$ cat config.mk
export PLATFORM = sky130hd
export DESIGN_NAME = product_rr_scheduler
export DESIGN_NICKNAME = d
export VERILOG_FILES = /design/src/rtl/product_rr_scheduler.sv
export SDC_FILE = /design/constraint.sdc
export NUM_CORES = 1
export LEC_CHECK = 0
export ABC_AREA = 1
export BUFFER_PORTS_ARGS = -buffer_cell sky130_fd_sc_hd__buf_2
export CORE_MARGIN = 5
export CORE_UTILIZATION = 55
export DETAILED_ROUTE_END_ITERATION = 6
export PLACE_DENSITY = 0.86
export SETUP_SLACK_MARGIN = 0.4
export SYNTH_ARGS = -nofsm -noshare
export SYNTH_HDL_FRONTEND = slang
export SYNTH_SLANG_ARGS = --single-unit
$ cat constraint.sdc
create_clock -name clk -period 6.05 [get_ports clk]
set_clock_uncertainty 0.05 [all_clocks]
set_input_delay 1.21 -clock clk [delete_from_list [all_inputs] [get_ports clk]]
set_output_delay 1.21 -clock clk [all_outputs]
set_load 0.01 [all_outputs]
$ cat src/rtl/product_rr_scheduler.sv
// Round-robin scheduler sharing one unary product unit among N_REQ requesters.
// Optional ZERO_BYPASS_EN: zero-operand jobs skip the product unit and respond with 0.
module product_rr_scheduler #(
  parameter int N_REQ = 4,
  parameter int WIDTH = 4
) (
  input  logic                       clk,
  input  logic                       reset_n,
  input  logic [N_REQ-1:0]           req_valid,
  input  logic [N_REQ*WIDTH-1:0]     req_w,
  input  logic [N_REQ*WIDTH-1:0]     req_x,
  output logic [N_REQ-1:0]           req_ready,
  output logic                       rsp_valid,
  input  logic                       rsp_ready,
  output logic [$clog2(N_REQ)-1:0]   rsp_id,
  output logic [2*WIDTH-1:0]         rsp_prod,
  output logic                       pu_load,
  output logic [WIDTH-1:0]           pu_w,
  output logic [WIDTH-1:0]           pu_x,
  input  logic                       pu_out,
  input  logic                       pu_done
);
  // state | meaning
  // IDLE  | arbitrate; grant and capture one operand pair
  // LOAD  | one-cycle start strobe to the product unit
  // RUN   | count unary pulses until pu_done
  // RESP  | hold product until the consumer accepts it
  localparam int ID_W  = $clog2(N_REQ);
  localparam int ACC_W = 2 * WIDTH;

  typedef enum logic [1:0] {IDLE, LOAD, RUN, RESP} state_t;

  state_t            state_q, state_d;
  logic [ID_W-1:0]   rr_ptr_q, rr_ptr_d;
  logic [ID_W-1:0]   rsp_id_q, rsp_id_d;
  logic [WIDTH-1:0]  pu_w_q, pu_w_d;
  logic [WIDTH-1:0]  pu_x_q, pu_x_d;
  logic [ACC_W-1:0]  acc_q, acc_d;

  logic              grant_found;
  logic [ID_W-1:0]   grant_idx;
  logic [WIDTH-1:0]  grant_w;
  logic [WIDTH-1:0]  grant_x;
  int                cand;

  // First valid requester at or after rr_ptr, wrapping modulo N_REQ.
  always_comb begin
    grant_found = 1'b0;
    grant_idx   = '0;
    cand        = 0;
    for (int k = 0; k < N_REQ; k++) begin
      cand = (int'(rr_ptr_q) + k) % N_REQ;
      if (!grant_found && req_valid[ID_W'(cand)]) begin
        grant_found = 1'b1;
        grant_idx   = ID_W'(cand);
      end
    end
  end

  assign grant_w = req_w[grant_idx*WIDTH +: WIDTH];
  assign grant_x = req_x[grant_idx*WIDTH +: WIDTH];

  always_comb begin
    state_d   = state_q;
    rr_ptr_d  = rr_ptr_q;
    rsp_id_d  = rsp_id_q;
    pu_w_d    = pu_w_q;
    pu_x_d    = pu_x_q;
    acc_d     = acc_q;
    req_ready = '0;
    case (state_q)
      IDLE: begin
        if (grant_found) begin
          req_ready[grant_idx] = 1'b1;
          pu_w_d   = grant_w;
          pu_x_d   = grant_x;
          rsp_id_d = grant_idx;
          acc_d    = '0;
          rr_ptr_d = (grant_idx == ID_W'(N_REQ - 1)) ? '0 : grant_idx + 1'b1;
`ifdef ZERO_BYPASS_EN
          if (grant_w == '0 || grant_x == '0) state_d = RESP;
          else                                state_d = LOAD;
`else
          state_d  = LOAD;
`endif
        end
      end
      LOAD: state_d = RUN;
      RUN: begin
        // Saturate rather than wrap if the unit over-counts.
        if (pu_out && acc_q != '1) acc_d = acc_q + 1'b1;
        if (pu_done) state_d = RESP;
      end
      RESP: begin
        if (rsp_ready) state_d = IDLE;
      end
      default: state_d = IDLE;
    endcase
  end

  always_ff @(posedge clk or negedge reset_n) begin
    if (!reset_n) begin
      state_q  <= IDLE;
      rr_ptr_q <= '0;
      rsp_id_q <= '0;
      pu_w_q   <= '0;
      pu_x_q   <= '0;
      acc_q    <= '0;
    end else begin
      state_q  <= state_d;
      rr_ptr_q <= rr_ptr_d;
      rsp_id_q <= rsp_id_d;
      pu_w_q   <= pu_w_d;
      pu_x_q   <= pu_x_d;
      acc_q    <= acc_d;
    end
  end

  assign rsp_valid = (state_q == RESP);
  assign rsp_id    = rsp_id_q;
  assign rsp_prod  = acc_q;
  assign pu_load   = (state_q == LOAD);
  assign pu_w      = pu_w_q;
  assign pu_x      = pu_x_q;

endmodule

Yosys cells after proc, flatten, opt, wreduce, memory -nomap -nowiden
Cells that the tools add are included.
{"block": "totals", "ff_bits": 22, "inputBits": 41, "out_inout_bits": 24, "word_cells": 73}
{"block": "op_classes", "n_addsub": 5, "order_cmp": 6, "n_eq_ne": 9, "shifts": 2, "n_mux": 32, "n_reduce_logical": 13}
{"op": "$shiftx 16x5->4", "n": 2}
{"op": "$lt 2x4->1 const B", "n": 4}
{"op": "$mux 2", "n": 8}
{"op": "$mux 8", "n": 2}
{"op": "$pmux 8 s2", "n": 1}
{"op": "$mux 1", "n": 13}
{"op": "$add 8x1->8 const B", "n": 1}
{"op": "$bmux 1 s2", "n": 4}
{"op": "$mux 4", "n": 2}
{"op": "$ne 8x8->1 const B", "n": 1}
{"op": "$pmux 2 s4", "n": 1}
{"op": "$eq 2x2->1 const B", "n": 3}
{"op": "$ne 2x2->1 const B", "n": 3}
{"op": "$reduce_and 3->1", "n": 2}
{"op": "$logic_and 1x1->1", "n": 5}
{"op": "$add 2x1->2 const B", "n": 2}
{"op": "$add 2x2->2 const B", "n": 2}
{"op": "$logic_not 1->1", "n": 3}
{"op": "$lt 2x3->1 const B", "n": 1}
{"op": "$demux 1 s2", "n": 1}
{"op": "$eq 2x1->1 const B", "n": 1}
{"op": "$ge 2x1->1 const B", "n": 1}
{"op": "$logic_not 2->1", "n": 1}
{"op": "$ne 2x1->1 const B", "n": 1}
{"op": "2 further kinds", "n": 2}

Longest topological paths before layout
{"block": "depth", "ltp_word": 19, "ltp_mapped": 16, "depth_no_buf": 14}

Least setup slack after synthesis
Ideal clock, no wire load.
{"block": "synth_timing", "path_type": "input-to-output", "from": "in req_valid[3]", "to": "out req_ready[2]", "arrival_time_ns": 2.403, "required_time_ns": 4.790, "slack_ns": 2.387, "path_stages": 12, "n_path_buf": 0, "path_cell_list": "inv_1 > nand2_1 > nand3_2 > nand2_2 > nor2_8 > nand2_2 > nor2_1 > nor2_1 > nor2_8 > ha_1 > inv_1 > nor2_1"}
{"block": "synth_between", "elab_chain_len": 19, "word_cells_on_any_way": 33, "cone_classes": "order compare: 2; mux: 24; reduce/logical: 7"}
{"element": "start: declaration", "line": "9", "rtl": "input logic [N_REQ-1:0] req_valid,"}
{"element": "$bmux 1 s2", "line": "53", "rtl": "if (!grant_found && req_valid[ID_W'(cand)]) begin"}
{"element": "$mux 1 (implied by the code) (2 in a row)", "line": "53"}
{"element": "$mux 1", "line": "53"}
{"element": "$logic_not 1->1", "line": "53"}
{"element": "$logic_and 1x1->1", "line": "53"}
{"element": "$mux 1", "line": "53"}
{"element": "$logic_not 1->1", "line": "53"}
{"element": "$logic_and 1x1->1", "line": "53"}
{"element": "(+3 left out)"}
{"element": "$mux 2 *", "line": "53"}
{"element": "named net grant_idx[1]", "line": "41", "rtl": "logic [ID_W-1:0] grant_idx;"}
{"element": "$lt 2x3->1 (implied by the code) or $ge 2x1->1 (tied branches)", "line": "74", "rtl": "req_ready[grant_idx] = 1'b1;"}
{"element": "$logic_and 1x1->1 (implied by the code)", "line": "74"}
{"element": "$mux 1 (implied by the code)", "line": "74"}
{"element": "$demux 1 s2 *", "line": "74"}
{"element": "$mux 4 *", "line": "73", "rtl": "if (grant_found) begin"}
{"element": "$mux 4 *", "line": "71", "rtl": "case (state_q)"}
{"element": "end: declaration", "line": "12", "rtl": "output logic [N_REQ-1:0] req_ready,"}
The timed path passes the listed nets; every way through them passes the cells marked *. The select of a mux whose other input is x is not followed.

Final worst setup path
{"block": "layout_timing", "from": "in req_valid[3]", "to": "out req_ready[3]"}
Same word-level chain as after synthesis.

==> results.py <==
metrics = {
    "global_routing": {
        "antenna_found_initial": 0,
        "grtUsageMet3_pct": 5.523,
        "grt_overflow": 0,
        "grt_pass1_wl_mm": 7.859,
        "grtUsageMet1_pct": 26.76,
        "use_met2_pct": 30.30,
        "grt_pass1_vias": 1767,
        "grt.busiest_layer": "met2",
        "grt_start_max_net_pins": 23,
        "track_usage_pct": 19.25,
    },
    "routing": {
        "wire_per_inst_um": 11.27,
        "via_per_inst": 4.859,
        "first_pass_iters": 4,
        "wl_mm": 4.542,
        "drc": 0,
        "drtAntennaViolNets": 0,
        "first_iter_violations": 105,
        "vias": 1958,
    },
    "synth": {
        "synth_top_cell_by_area": "dfrtp_1",
        "syn_nets": 349,
        "synthFlopType": "dfrtp_1",
        "ys_types": 31,
        "synthCells": 298,
        "synth_edf_count": 0,
        "ys_warn_count": 0,
        "synth_area_leaders": "dfrtp_1 29%, nand2_1 20%, nand3_1 9.9%",
        "synth_area_per_cell_um2": 6.453,
        "ys_ff_latch": 22,
        "ys_async_sr_fraction_pct": 100.0,
        "yosysSeqAreaShare_pct": 28.63,
        "synth_top_area_share_pct": 28.63,
        "synth_area_mm2": 0.001923,
    },
    "hold_path": {
        "worstHoldPathType": "register to register",
    },
    "critical_path": {
        "endpoint_kind": "output pin",
        "crit_type": "input port to output pin",
        "critPathRequiredTime_ns": 4.79,
        "worst_setup_path_start_kind": "input port",
        "cp_max_fo": 21,
        "arrival_ns": 2.94,
    },
    "sta": {
        "worst_pin_slew_ns": 0.5324,
        "holdWs_ns": 0.4393,
        "period_minus_slack_ns": 4.196,
        "report.final.slew_viol_count": 0,
        "grt_setup_unrepaired": "no",
        "slew-limit-headroom_pct": 64.18,
        "setup-violations-final": 0,
        "fin_setup_tns_ns": 0,
        "fmax_mhz": 238.3,
        "layout_setup_ws_ns": 1.854,
        "period_share_pct": 69.35,
        "hold_viol_final": 0,
    },
    "layout": {
        "most-common-layout-cells": "101 x nand2_1, 64 x buf_2, 49 x inv_1",
        "final_common_cell": "nand2_1",
        "fillerInstances": 328,
        "drive_gt1_share_pct": 27.17,
        "antenna_cells": 0,
        "syn_to_final_growth_pct": 19.39,
        "fin_nets": 409,
        "fin_util_pct": 68.27,
    },
    "placed_design": {
        "place_ws_ns": 1.855,
        "dp_hpwl_mm": 3.544,
        "gp_congestion": 0.8882,
        "port_buffers": 64,
    },
    "clock_tree": {
        "cts_tree": "yes",
        "cts_max_level": 1,
        "clockBufferDepth": 2,
        "cts_hold_buf": 0,
        "cts.clk_slew.worst_paths_ns": 0.12,
        "cts_buffers": 3,
        "cts_sinks": 22,
        "post_cts_buffers": 0,
        "post_cts_resized": 0,
        "clk_latency_ns": 0.31,
        "root_buffer": "clkbuf_4",
    },
    "power_and_ir_drop": {
        "leakage_nw": 1.376,
        "ir_drop_mv": 0.3106,
        "power.density_mw_per_mm2": 573.2,
    },
    "run": {
        "cap_violations": 0,
    },
    "floorplanning": {
        "dieArea_mm2": 0.004779,
        "die_h_um": 69.13,
        "rows": 21,
        "initial_core_util_pct": 57.18,
        "io_pins": 65,
        "die_w_um": 69.13,
        "core_region_area_mm2": 0.003363,
    },
    "run_status": {
        "status": "finished, final reports clean",
    },
}
[final cells by class]
cell class,instances,area (µm²),area share (%)
multi-input cells,210,1101,47.96
flip-flops and latches,22,550.5,23.98
repair buffers,64,320.3,13.95
inverters,57,214.0,9.319
well taps,46,57.56,2.507
clock inverters,1,30.03,1.308
clock buffers,3,22.52,0.9809
[cells in the mapped netlist, types with 2 or more instances]
library cell	instances
nand2_1	101
inv_1	49
nand3_1	38
dfrtp_1	22
nor2_1	12
nand2_2	11
ha_1	10
inv_2	8
o21ai_0	7
a21oi_1	5
buf_2	4
buf_4	3
nand3_2	3
nor3_1	3
o21ai_1	3
nor2_8	2
o31ai_1	2
xor2_1	2
[critical path, stage by stage]
cell     delay (ns)
buf_2          0.11
inv_1          0.06
nand2_1        0.07
nand3_2        0.11
nand2_2        0.11
nor2_8         0.16
nand3_4        0.18
nand3_2        0.37
inv_2          0.11
ha_1           0.21
inv_1          0.05
nor2_1         0.04
buf_2          0.14
[final timing paths]
kind | startpoint | to | slack (ns) | cells after the start
setup / recovery | req_valid[3] | req_ready[3] | 1.85 | 13
hold / removal | pu_w[0]$_DFFE_PN0P_ | pu_w[0]$_DFFE_PN0P_ | 0.44 | 2
setup reg to reg | rr_ptr_q[0]$_DFFE_PN0P_ | rr_ptr_q[1]$_DFFE_PN0P_ | 3.54 | 12
hold reg to reg | pu_w[0]$_DFFE_PN0P_ | pu_w[0]$_DFFE_PN0P_ | 0.44 | 2
max in group asynchronous | reset_n | rr_ptr_q[1]$_DFFE_PN0P_ | 4.82 | 1
min in group asynchronous | reset_n | rsp_prod[5]$_DFFE_PN0P_ | 0.79 | 1
[power by group]
part | leakage, nW | switching (mW) | total (mW) | internal (mW)
registers | 0.281 | 0.0432 | 0.245 | 0.202
clock network | 0.0279 | 0.0453 | 0.112 | 0.0670
logic | 1.07 | 0.639 | 0.959 | 0.320
total | 1.38 | 0.727 | 1.32 | 0.589
[state kept, by name (all words and copies together), names as in the netlist]
register	count
pu_x	4
rr_ptr_q	2
rsp_id	2
rsp_prod	8
state_q	2
pu_w	4
[layer usage]
| metal | part of all wire (%) | wire (µm) |
|---|---|---|
| met1 | 45 | 2064 |
| met2 | 46 | 2093 |
| met3 | 7.6 | 345 |
| met4 | 0.84 | 38 |
| met5 | 0 | 0 |
[kinds of logic after synthesis]
kind of cell    count (synthesis)  share of synthesized area, %
simple gates                  176                         43.01
buf+inv                        66                         14.12
fa+ha+maj                      10                         6.506
flops                          22                         28.63
compound gates                 21                         6.376
xor+xnor                        3                         1.367
[per-stage QoR]
step | instance area (µm²) | instances | total power, mW
after floorplan | 1923 | 298 | 1.028
after global placement | 2243 | 399 | 1.189
after detailed placement | 2243 | 399 | 1.202
after CTS | 2296 | 403 | 1.325
after global routing | 2296 | 403 | 1.476
final | 2296 | 403 | 1.316
(Power assumes the default switching activity.)
